<file path="config.mk">
export PLATFORM = sky130hd
export DESIGN_NAME = weight_fetch
export DESIGN_NICKNAME = d
export VERILOG_FILES = /design/src/rtl/conv_pkg.sv /design/src/rtl/weight_fetch_fifo.sv /design/src/rtl/weight_fetch.sv
export SDC_FILE = /design/constraint.sdc
export NUM_CORES = 1
export LEC_CHECK = 0
export CORE_ASPECT_RATIO = 0.6
export CORE_MARGIN = 4
export CORE_UTILIZATION = 46
export DETAILED_ROUTE_END_ITERATION = 7
export PLACE_DENSITY = 0.68
export SETUP_SLACK_MARGIN = 0.2
export SLEW_MARGIN = 25
export SYNTH_ARGS = -nofsm -noshare
export SYNTH_HDL_FRONTEND = slang
export SYNTH_SLANG_ARGS = --single-unit
</file>
<file path="constraint.sdc">
create_clock -name clk -period 7.7 [get_ports clk]
set_clock_uncertainty 0.2 [all_clocks]
set_input_delay 1.54 -clock clk [delete_from_list [all_inputs] [get_ports clk]]
set_output_delay 1.54 -clock clk [all_outputs]
set_load 0.02 [all_outputs]
</file>
<file path="src/rtl/conv_pkg.sv">
// Shared definitions for the conv weight path: state encoding of the weight
// fetcher and the default widths, which must agree with the weight memory.
package conv_pkg;

    localparam int DEFAULT_DATA_WIDTH = 8;
    localparam int DEFAULT_ADDR_WIDTH = 10;
    localparam int DEFAULT_FIFO_DEPTH = 4;

    typedef enum logic [1:0] {
        IDLE  = 2'd0,
        FETCH = 2'd1,
        DRAIN = 2'd2,
        DONE  = 2'd3
    } fetch_state_e;

endpackage

</file>
<file path="src/rtl/weight_fetch_fifo.sv">
// Small synchronous FIFO that buffers weight words between the memory read
// port and the output stream; head word is presented combinationally.
module weight_fetch_fifo
    import conv_pkg::*;
#(
    parameter int DATA_WIDTH = DEFAULT_DATA_WIDTH,
    parameter int FIFO_DEPTH = DEFAULT_FIFO_DEPTH,
    localparam int PTR_W = $clog2(FIFO_DEPTH),
    localparam int CNT_W = PTR_W + 1
) (
    input  logic                  clk,
    input  logic                  reset,
    input  logic                  wr_en,
    input  logic [DATA_WIDTH-1:0] wr_data,
    input  logic                  rd_en,
    output logic [DATA_WIDTH-1:0] rd_data,
    output logic                  empty,
    output logic                  full,
    output logic [CNT_W-1:0]      count
);

    logic [DATA_WIDTH-1:0] mem [FIFO_DEPTH];
    logic [PTR_W-1:0]      wr_ptr;
    logic [PTR_W-1:0]      rd_ptr;
    logic                  wr_fire;
    logic                  rd_fire;

    assign empty   = (count == '0);
    assign full    = (count == CNT_W'(FIFO_DEPTH));
    assign wr_fire = wr_en & ~full;
    assign rd_fire = rd_en & ~empty;
    assign rd_data = mem[rd_ptr];

    // Pointers wrap naturally because the depth is a power of two.
    always_ff @(posedge clk or negedge reset) begin
        if (!reset) begin
            wr_ptr <= '0;
            rd_ptr <= '0;
            count  <= '0;
        end else begin
            if (wr_fire) wr_ptr <= wr_ptr + PTR_W'(1);
            if (rd_fire) rd_ptr <= rd_ptr + PTR_W'(1);
            case ({wr_fire, rd_fire})
                2'b10:   count <= count + CNT_W'(1);
                2'b01:   count <= count - CNT_W'(1);
                default: count <= count;
            endcase
        end
    end

    always_ff @(posedge clk) begin
        if (wr_fire) mem[wr_ptr] <= wr_data;
    end

endmodule

</file>
<file path="src/rtl/weight_fetch.sv">
// Weight fetcher: reads num_words consecutive weights from the conv weight
// memory and streams them out, using FIFO credits to survive backpressure.
module weight_fetch
    import conv_pkg::*;
#(
    parameter int DATA_WIDTH = DEFAULT_DATA_WIDTH,
    parameter int ADDR_WIDTH = DEFAULT_ADDR_WIDTH,
    parameter int FIFO_DEPTH = DEFAULT_FIFO_DEPTH
) (
    input  logic                  clk,
    input  logic                  reset,
    input  logic                  start,
    input  logic [ADDR_WIDTH-1:0] base_addr,
    input  logic [ADDR_WIDTH:0]   num_words,
    output logic                  busy,
    output logic                  done,
    output logic                  mem_read_req,
    output logic [ADDR_WIDTH-1:0] mem_read_addr,
    input  logic [DATA_WIDTH-1:0] mem_read_data,
    output logic                  w_valid,
    output logic [DATA_WIDTH-1:0] w_data,
    output logic                  w_last,
    input  logic                  w_ready,
    output fetch_state_e          state_dbg
);

    localparam int CNT_W = $clog2(FIFO_DEPTH) + 1;

    fetch_state_e          state_q;
    fetch_state_e          state_d;
    logic [ADDR_WIDTH-1:0] base_q;
    logic [ADDR_WIDTH:0]   num_q;
    logic [ADDR_WIDTH:0]   issue_cnt;
    logic [ADDR_WIDTH:0]   accept_cnt;
    logic                  inflight_q;
    logic                  accept_start;
    logic                  pop;
    logic                  issue_room;
    logic                  more_to_issue;
    logic [CNT_W:0]        credit_used;
    logic [CNT_W-1:0]      fifo_count;
    logic                  fifo_empty;
    logic                  fifo_full;
    logic [DATA_WIDTH-1:0] fifo_head;

    // A word is buffered or in flight for every credit used; a request is only
    // issued when a FIFO slot is guaranteed for its data next cycle.
    assign credit_used   = {1'b0, fifo_count} + {{CNT_W{1'b0}}, inflight_q};
    assign issue_room    = (credit_used < (CNT_W+1)'(FIFO_DEPTH)) && !fifo_full;
    assign more_to_issue = (issue_cnt < num_q);

    // Stream handshake: a word transfers on a rising edge where w_valid and
    // w_ready are both high; w_valid/w_data do not depend on w_ready and hold
    // steady until that transfer.
    assign pop = w_valid & w_ready;

    always_comb begin
        state_d      = state_q;
        mem_read_req = 1'b0;
        accept_start = 1'b0;
        case (state_q)
            IDLE: begin
                if (start) begin
                    accept_start = 1'b1;
                    state_d      = (num_words == '0) ? DONE : FETCH;
                end
            end
            FETCH: begin
                mem_read_req = issue_room && more_to_issue;
                if (!more_to_issue) state_d = DRAIN;
            end
            DRAIN: begin
                if (pop && w_last) state_d = DONE;
            end
            DONE:    state_d = IDLE;
            default: state_d = IDLE;
        endcase
    end

    always_ff @(posedge clk or negedge reset) begin
        if (!reset) begin
            state_q    <= IDLE;
            base_q     <= '0;
            num_q      <= '0;
            issue_cnt  <= '0;
            accept_cnt <= '0;
            inflight_q <= 1'b0;
        end else begin
            state_q    <= state_d;
            inflight_q <= mem_read_req;
            if (accept_start) begin
                base_q     <= base_addr;
                num_q      <= num_words;
                issue_cnt  <= '0;
                accept_cnt <= '0;
            end else begin
                if (mem_read_req) issue_cnt  <= issue_cnt + (ADDR_WIDTH+1)'(1);
                if (pop)          accept_cnt <= accept_cnt + (ADDR_WIDTH+1)'(1);
            end
        end
    end

    // Address arithmetic is ADDR_WIDTH wide, so the top of memory wraps to 0.
    assign mem_read_addr = mem_read_req ? (base_q + issue_cnt[ADDR_WIDTH-1:0]) : '0;

    assign busy      = (state_q == FETCH) || (state_q == DRAIN);
    assign done      = (state_q == DONE);
    assign state_dbg = state_q;

    assign w_valid = !fifo_empty;
    assign w_data  = fifo_empty ? '0 : fifo_head;
    assign w_last  = w_valid && ((accept_cnt + (ADDR_WIDTH+1)'(1)) == num_q);

    weight_fetch_fifo #(
        .DATA_WIDTH (DATA_WIDTH),
        .FIFO_DEPTH (FIFO_DEPTH)
    ) u_fifo (
        .clk     (clk),
        .reset   (reset),
        .wr_en   (inflight_q),
        .wr_data (mem_read_data),
        .rd_en   (pop),
        .rd_data (fifo_head),
        .empty   (fifo_empty),
        .full    (fifo_full),
        .count   (fifo_count)
    );

endmodule

</file>
==> impl_summary.md, run 1 <==
Yosys
The synthesized net count is 513. Summing the sequential cell areas from Yosys gives 48.6% of the chip area. Counting flops with an async set or reset pin after synthesis yields a share of 62.4%. The xor/xnor cell area share of the yosys netlist is 6.88%. The count of warnings emitted by yosys is 0. In the synthesized netlist the dominant register cell turns out to be sky130_fd_sc_hd__dfrtp_1.

Synthesis produced 447 cells. Sorting the synthesized cells by area gives the leading types as sky130_fd_sc_hd__dfrtp_1, sky130_fd_sc_hd__edfxtp_1, sky130_fd_sc_hd__ha_1. In this run, synthesis produced a sequential element count of 85. The portion of synthesized area spent on multiplexers is 4.04%. The number of enable flip-flop cells after synthesis is 32. The distinct cell type count of the synthesized netlist is 53. Of the post-synthesis cell area, the dominant cell type holds 28.2%.

After synthesis, the largest family of logic cells by area is simple AND/OR/NAND/NOR gates. The cell accounting for the most synthesized area is sky130_fd_sc_hd__dfrtp_1. The synthesized area per cell is 10.5 um^2. The post-synthesis adder-cell area fraction is 9.08%. Summing every instance area after synthesis gives 0.00471 mm^2. The synthesized-area fraction occupied by and/or/nand/nor cells is 17.3%. The area fraction in compound gates after synthesis is 10.3%.

Clock tree
The number of clock sinks is 85. The number of setup buffers added after CTS is 0. Once the clock tree was built, the resizer swapped 0 gates to a different size.

At the later pin of the worst-skew pair, clock insertion delay measures 0.34 ns. The clock tree root driver cell is sky130_fd_sc_hd__clkbuf_16. The number of H-tree levels is 3. Buffers inserted during clock tree synthesis total 9. The number of buffers inserted by hold repair at cts is 0. The longest clock path from root to sink contains 2 buffers.

Clock-pin slew was measured on the worst setup and hold paths at 0.06 ns. TritonCTS built the clock tree.

STA
The worst pin sits at a relative slew slack of 37.9%. The worst path uses 68.1% of the clock period. The final number of setup-violating endpoints is 0. The measured slew at the worst slew-check pin is 0.932 ns. The total negative setup slack is 0 ns. The clock period minus worst slack is 5.24 ns.

Setup repair after global routing left no endpoint under its margin. The timing-limited maximum frequency is 191 MHz. The final number of hold-violating endpoints is 0. The number of max-slew violations in the final report is 0.

Pwr
Summed over all nets, the switching power comes to 0.399 mW. Power spread over the standard cell area amounts to 235 mW/mm^2. Of the total power, combinational logic draws 25.1%. The internal cell power is 0.938 mW.

The switching power share of the total is 29.8%. The highest ir drop seen on vdd is 131 uV. The total power draw is 1.34 mW. The clock share of power is 32.0%. The sequential group share of total power is 42.9%. In this run the static leakage power is 2.37 nW.

Die
The number of placement rows is 28. The vertical extent of the die is 86.4 um. The initial core utilization is 47.5%. In this run the standard cell core region covers 0.00991 mm^2.

The die width is 139 um. 58 I/O pins were placed. The die covers 0.0120 mm^2.

Final layout
The area growth from synthesis to layout is 20.6%. The number of antenna diodes in the final layout is 0. Of the cells placed in the final design, the portion with a size suffix greater than 1 is 7.69%.

The number of nets in the layout is 568.

Critical path
The launching element type of the critical path is a register. The slowest stage of the critical path belongs to the cell sky130_fd_sc_hd__a221oi_2. The data arrival time of the critical path is 3.50 ns.

The signal on the critical path passes through inv_1, ha_1, a211oi_1, o21ai_0, a221oi_2, nand2_4, a221o_1, a211oi_2, clkdlybuf4s50_1. Along the worst path, the maximum fanout reaches 13. The stage delay of the slowest cell on the critical path is 0.71 ns. The critical path contains buffers and inverters numbering 2 combined.

The critical path class is reg -> out. The worst path required time is 5.96 ns. The kind of cell adding the most delay to the critical path is compound AO/OA/AOI/OAI gates. STA classifies the critical path endpoint as an output pin.

Hold path
The worst hold path belongs to the class reg -> reg.

Place
The number of buffers added on ports is 57. Routability-driven placement finished with a final weighted congestion of 0.827. The HPWL after detailed placement is 7660 um.

Route
The DRC violation count after routing is 0. For this block, the initial DRC count from the detailed router was 234. The count of nets left with antenna violations once routing finished came out at 0. The routed length per placed instance is 16.1 um. The first TritonRoute pass finished after 4 iterations. Dividing the detail-routed via count by the number of cells gives 5.35. The total routed wirelength is 10300 um. Across all layers, the routed design uses 3434 vias.

Run status
The flow ran to the end, and the final reports show no timing, DRC or antenna violations.

Global routing
The initial antenna violation count is 0. For this run, the total global-route usage over all layers was measured as 18.2%. The first-pass GRT wire length is 17400 um. Entering global routing, the biggest net connects 54 pins. For this run the aggregate overflow at the end of global routing stands at 0. The via count of the first global-routing pass came to 3395.

Flow run
The max-cap violation count is 0.
-- flip-flops by register name (all words and copies together) (netlist names) --
| signal | cells |
|---|---|
| u_fifo.count | 3 |
| num_q | 11 |
| base_q | 10 |
| u_fifo.mem | 32 |
| state_dbg | 2 |
| issue_cnt | 11 |
| accept_cnt | 11 |
| u_fifo.wr_ptr | 2 |
| inflight_q | 1 |
| u_fifo.rd_ptr | 2 |
-- synth_stat cells, types with 3 or more instances --
library cell / number
sky130_fd_sc_hd__clkbuf_1: 8
sky130_fd_sc_hd__and4_1: 3
sky130_fd_sc_hd__nor2b_1: 3
sky130_fd_sc_hd__xor2_1: 15
sky130_fd_sc_hd__nor2_1: 19
sky130_fd_sc_hd__nor4_1: 3
sky130_fd_sc_hd__ha_1: 31
sky130_fd_sc_hd__dfrtp_1: 53
sky130_fd_sc_hd__nand4_1: 10
sky130_fd_sc_hd__edfxtp_1: 32
sky130_fd_sc_hd__or2_2: 3
sky130_fd_sc_hd__mux4_2: 8
sky130_fd_sc_hd__or3_1: 12
sky130_fd_sc_hd__a21oi_1: 19
sky130_fd_sc_hd__a21o_1: 4
sky130_fd_sc_hd__and2_1: 15
sky130_fd_sc_hd__nand2_1: 64
sky130_fd_sc_hd__nand3_1: 11
sky130_fd_sc_hd__o21ai_0: 31
sky130_fd_sc_hd__nor3_1: 7
sky130_fd_sc_hd__and3_1: 5
sky130_fd_sc_hd__inv_1: 27
sky130_fd_sc_hd__xnor2_1: 22
sky130_fd_sc_hd__buf_2: 4
-- layout make-up --
class | count | area (um^2)
clock buffers | 12 | 246
clock inverters | 4 | 47.5
fillers | 821 | 4230
inverters | 28 | 105
multi-input cells | 319 | 2240
flip-flops and latches | 85 | 2290
well taps | 135 | 169
repair buffers | 59 | 581
-- placed cells by master, fill, tap and decap left out, types with 8 or more instances in the layout --
cell                              synthesis  routed
sky130_fd_sc_hd__a21oi_1                 19      19
sky130_fd_sc_hd__and2_1                  15      15
sky130_fd_sc_hd__clkbuf_16                0       9
sky130_fd_sc_hd__clkdlybuf4s50_1          0      56
sky130_fd_sc_hd__dfrtp_1                 53      53
sky130_fd_sc_hd__edfxtp_1                32      32
sky130_fd_sc_hd__ha_1                    31      31
sky130_fd_sc_hd__inv_1                   27      27
sky130_fd_sc_hd__mux4_2                   8       8
sky130_fd_sc_hd__nand2_1                 64      64
sky130_fd_sc_hd__nand3_1                 11      11
sky130_fd_sc_hd__nand4_1                 10      10
sky130_fd_sc_hd__nor2_1                  19      19
sky130_fd_sc_hd__o21ai_0                 31      31
sky130_fd_sc_hd__or3_1                   12      12
sky130_fd_sc_hd__xnor2_1                 22      22
sky130_fd_sc_hd__xor2_1                  15      15
-- path summary, 6_finish.rpt --
kind,startpoint,to,slack [ns],depth (start not counted)
setup / recovery,num_q[8]$_DFFE_PN0P_,mem_read_addr[9],2.46,9
hold / removal,base_q[3]$_DFFE_PN0P_,base_q[3]$_DFFE_PN0P_,0.28,2
setup reg to reg,num_q[8]$_DFFE_PN0P_,issue_cnt[10]$_DFFE_PN0P_,4.56,8
hold reg to reg,base_q[3]$_DFFE_PN0P_,base_q[3]$_DFFE_PN0P_,0.28,2
max in group asynchronous,reset,issue_cnt[7]$_DFFE_PN0P_,5.72,2
min in group asynchronous,reset,u_fifo.rd_ptr[0]$_DFFE_PN0P_,1.13,2
-- routing by layer --
metal	share of wire, %	vias up	wire (um)	global-route usage (%)
li1	-	1688	-	-
met1	52	1670	5330	26.9
met2	44	74	4500	27.3
met3	4.5	2	466	4.96
met4	0.32	0	33	3.64
met5	0	-	0	0
-- through the flow --
stage          hold slack [ns]  cells  util (%)  worst slack [ns]  instance area (um^2)
2_1_floorplan            0.250    447         -              3.73                  4710
3_3_place_gp             0.274    626      54.3              2.87                  5390
3_5_place_dp             0.270    626      54.3              2.82                  5390
4_1_cts                  0.287    642      57.3              2.46                  5680
5_1_grt                  0.327    642      57.3              2.17                  5680
6_report                 0.283    642      57.3              2.46                  5680
-- logic make-up after synthesis --
logic type / Yosys count
AO/OA/AOI/OAI: 77
XOR/XNOR: 37
adder cells (fa/ha/maj): 33
buffers and inverters: 43
flip-flops: 85
multiplexers: 9
AND/OR/NAND/NOR: 163
-- power by group through the flow --
stage / clock, mW / sequential, mW / combinational, mW
6_report: 0.428 / 0.574 / 0.336
2_1_floorplan: 0 / 0.533 / 0.260
5_1_grt: 0.455 / 0.582 / 0.367
3_3_place_gp: 0 / 0.580 / 0.327
4_1_cts: 0.437 / 0.574 / 0.340
3_5_place_dp: 0 / 0.580 / 0.337
-- worst register-to-register path, cell delays in order (launching register included) --
cell and delay [ns]:
sky130_fd_sc_hd__dfrtp_1 0.38, sky130_fd_sc_hd__inv_1 0.07, sky130_fd_sc_hd__ha_1 0.32, sky130_fd_sc_hd__a211oi_1 0.20
sky130_fd_sc_hd__o21ai_0 0.15, sky130_fd_sc_hd__a221oi_2 0.71, sky130_fd_sc_hd__nand4_1 0.43, sky130_fd_sc_hd__or3_1 0.44
sky130_fd_sc_hd__a21oi_1 0.15
Note: power is estimated with default switching activity, not from simulation.
==> run 2, diff against run 1 <==
clock period = 4.85 ns   (was 7.7 ns; I/O delays follow)
==> impl_summary.md, run 2 (synthesis results as in run 1) <==
Clock tree
The number of buffers on the longest clock path is 2 (unchanged). The number of H-tree levels came to 3 (unchanged). The clock latency reported for the late side of the worst-skew pair is 0.33 ns (about the same). The number of setup buffers added after CTS was 0 (unchanged).

The number of clock sinks came to 85 (unchanged). The number of clock buffers inserted by TritonCTS was 9 (unchanged). The number of buffers inserted by hold repair at cts is 0 (unchanged). The clock-pin slew of the registers on the worst-case setup and hold paths came to 0.06 ns (about the same). TritonCTS built the clock tree.

The post-CTS resize count is 0 (unchanged). CTS placed an instance of sky130_fd_sc_hd__clkbuf_16 at the clock tree root.

Critical path
The data arrival time of the critical path is 3.14 ns (-0.36 ns). The worst path required time came to 3.68 ns (-2.28 ns). The worst setup path is launched from a register. The launch point of the worst reg-to-reg path is u_fifo.count[1]$_DFFE_PN0P_. The peak fanout along the critical path is 6 (-7). The setup path with the least slack is of type reg -> out. The depth of the most critical reg-to-reg path is 7 (-1). In this run the critical register-to-register path is captured at u_fifo.count[1]$_DFFE_PN0P_. The worst reg-to-reg setup slack was 1.83 ns (-2.73 ns).

The sort of element at the end of the critical path is an output pin.

Hold path
The type of the worst min-delay path is reg -> reg. The cell depth of the worst hold path is 2 (unchanged). The destination of the worst hold path is base_q[7]$_DFFE_PN0P_. The beginning of the worst hold path is base_q[7]$_DFFE_PN0P_.

STA
The max-slew headroom at the worst pin is 54.5% (+17 points). Setup repair after global routing left no endpoint under its margin. After layout, the worst path uses 88.9% of the clock period.

The measured slew at the worst slew-check pin is 0.682 ns (-0.250 ns). The number of max-slew violations in the final report is 0 (unchanged). Derived from the worst setup path, the maximum achievable clock frequency is 232 MHz. The clock period minus worst slack is 4.31 ns. The total negative setup slack is 0 ns (unchanged). The final number of setup-violating endpoints came to 0 (unchanged). The final number of hold-violating endpoints is 0 (unchanged). The final hold slack was 0.289 ns (+0.00624 ns).

Global routing
The via count of the first global-routing pass was 3423 (+0.82%). The sum of overflow across all layers after global routing is 0 (unchanged). The pin count of the biggest net entering global routing was 54 (unchanged).

The first-pass GRT wire length is 17600 um (+0.87%). The all-layer global routing usage was 18.6% (+0.38 points). The initial antenna violation count is 0 (unchanged).

Final layout
The antenna diode count is 0 (unchanged). The top cell types in the final layout, fill and taps aside, are sky130_fd_sc_hd__nand2_1, sky130_fd_sc_hd__clkdlybuf4s50_1, sky130_fd_sc_hd__dfrtp_1, sky130_fd_sc_hd__edfxtp_1. The number of nets in the layout is 570 (+0.35%). Leaving out fill and tap cells, the most frequent cell in the layout is sky130_fd_sc_hd__nand2_1. The final instance count without filler cells is 643 (+0.16%).

The end-of-flow core utilization is 57.0% (-0.28 points). The register ranked first by flip-flop count is u_fifo.mem. The fraction of final layout cells with drive strength greater than 1 is 7.68% (-0.015 points). The number of flip-flops under the largest register name is 32 (unchanged). The final-layout fill cell count is 856 (+4.3%). Relative to the synthesized area, the layout overhead comes to 20.0%.

Route
The total number of vias was 3408 (-0.76%). The number of nets with antenna violations after routing is 0 (unchanged). The DRC violation total after the first TritonRoute iteration came to 281 (+20%). The DRC violation count after routing is 0 (unchanged). The average via count per standard cell is 5.30 (-0.91%). The routed length per placed instance was 16.2 um (+0.52%). The number of iterations in the first detailed-routing pass came to 5 (+1). The total routed wirelength is 10400 um (+0.68%).

Die
The die width came to 139 um (unchanged). The area inside the core boundary is 0.00991 mm^2 (unchanged). The full die area was 0.0120 mm^2 (unchanged). The initial core utilization is 47.5% (unchanged). The number of placement rows is 28 (unchanged). The number of top-level design ports came to 58 (unchanged). The vertical extent of the die is 86.4 um (unchanged).

Place
The placer's final routability congestion estimate came to 0.831 (+0.44%). The number of buffers added on ports is 57 (unchanged). The HPWL after detailed placement is 7740 um (+1.1%).

The number of placed cells counting well taps is 628 (+0.32%).

Pwr
The leakage power total is 2.36 nW (-0.28%). The total power draw is 2.03 mW (+52%). The power density over the cells is 359 mW/mm^2 (+53%). The highest ir drop seen on vdd is 190 uV (+45%).

Flow run
The max-cap violation count is 0 (unchanged).

Run status
The run finished with clean final reports.
run 2: metrics by stage:
step,setup WS (ns),instance area (um^2)
after global routing,0.329,5650
after CTS,0.559,5650
after global placement,1.00,5400
final,0.537,5650
after floorplan,1.45,4710
after detailed placement,0.949,5400
run 2: where the power goes:
| part | internal, mW | total, mW | switching, mW |
|---|---|---|---|
| registers | 0.798 | 0.908 | 0.110 |
| logic | 0.278 | 0.528 | 0.249 |
| clock network | 0.339 | 0.594 | 0.256 |
run 2: layout make-up:
| cell class | instances | area (um^2) | share of cell area (%) |
|---|---|---|---|
| Inverter | 28 | 105 | 1.86 |
| Timing Repair Buffer | 61 | 596 | 10.5 |
| Clock inverter | 4 | 17.5 | 0.310 |
| Tap cell | 135 | 169 | 2.99 |
| Sequential cell | 85 | 2290 | 40.5 |
| Multi-Input combinational cell | 319 | 2250 | 39.7 |
| Clock buffer | 11 | 233 | 4.12 |
run 2: worst max-delay path by stage:
stage                     slack, ns  cells past startpoint                     start               end
final                          0.54                      8  issue_cnt[1]$_DFFE_PN0P_  mem_read_addr[7]
after global routing           0.33                      8  issue_cnt[1]$_DFFE_PN0P_  mem_read_addr[7]
after CTS                      0.56                     10      num_q[8]$_DFFE_PN0P_  mem_read_addr[9]
after detailed placement       0.95                      8  issue_cnt[1]$_DFFE_PN0P_  mem_read_addr[7]
after global placement         1.00                     10      num_q[8]$_DFFE_PN0P_  mem_read_addr[9]
after floorplan                1.45                      8  issue_cnt[0]$_DFFE_PN0P_  mem_read_addr[8]
run 2: critical path, stage by stage (launching register included):
cell	delay, ns
sky130_fd_sc_hd__dfrtp_1	0.46
sky130_fd_sc_hd__ha_1	0.30
sky130_fd_sc_hd__a21o_1	0.15
sky130_fd_sc_hd__a21oi_1	0.27
sky130_fd_sc_hd__o21bai_1	0.15
sky130_fd_sc_hd__a2111oi_2	0.52
sky130_fd_sc_hd__o21ai_0	0.16
sky130_fd_sc_hd__a21oi_1	0.17
sky130_fd_sc_hd__clkdlybuf4s50_1	0.62
run 2: routing by layer:
layer  vias up  track usage, %  share of wire, %
li1       1689               -                 -
met1      1643            27.0                51
met2        68            28.1                43
met3         8            4.80               5.2
met4         0            4.62              0.83
met5         -               0                 0
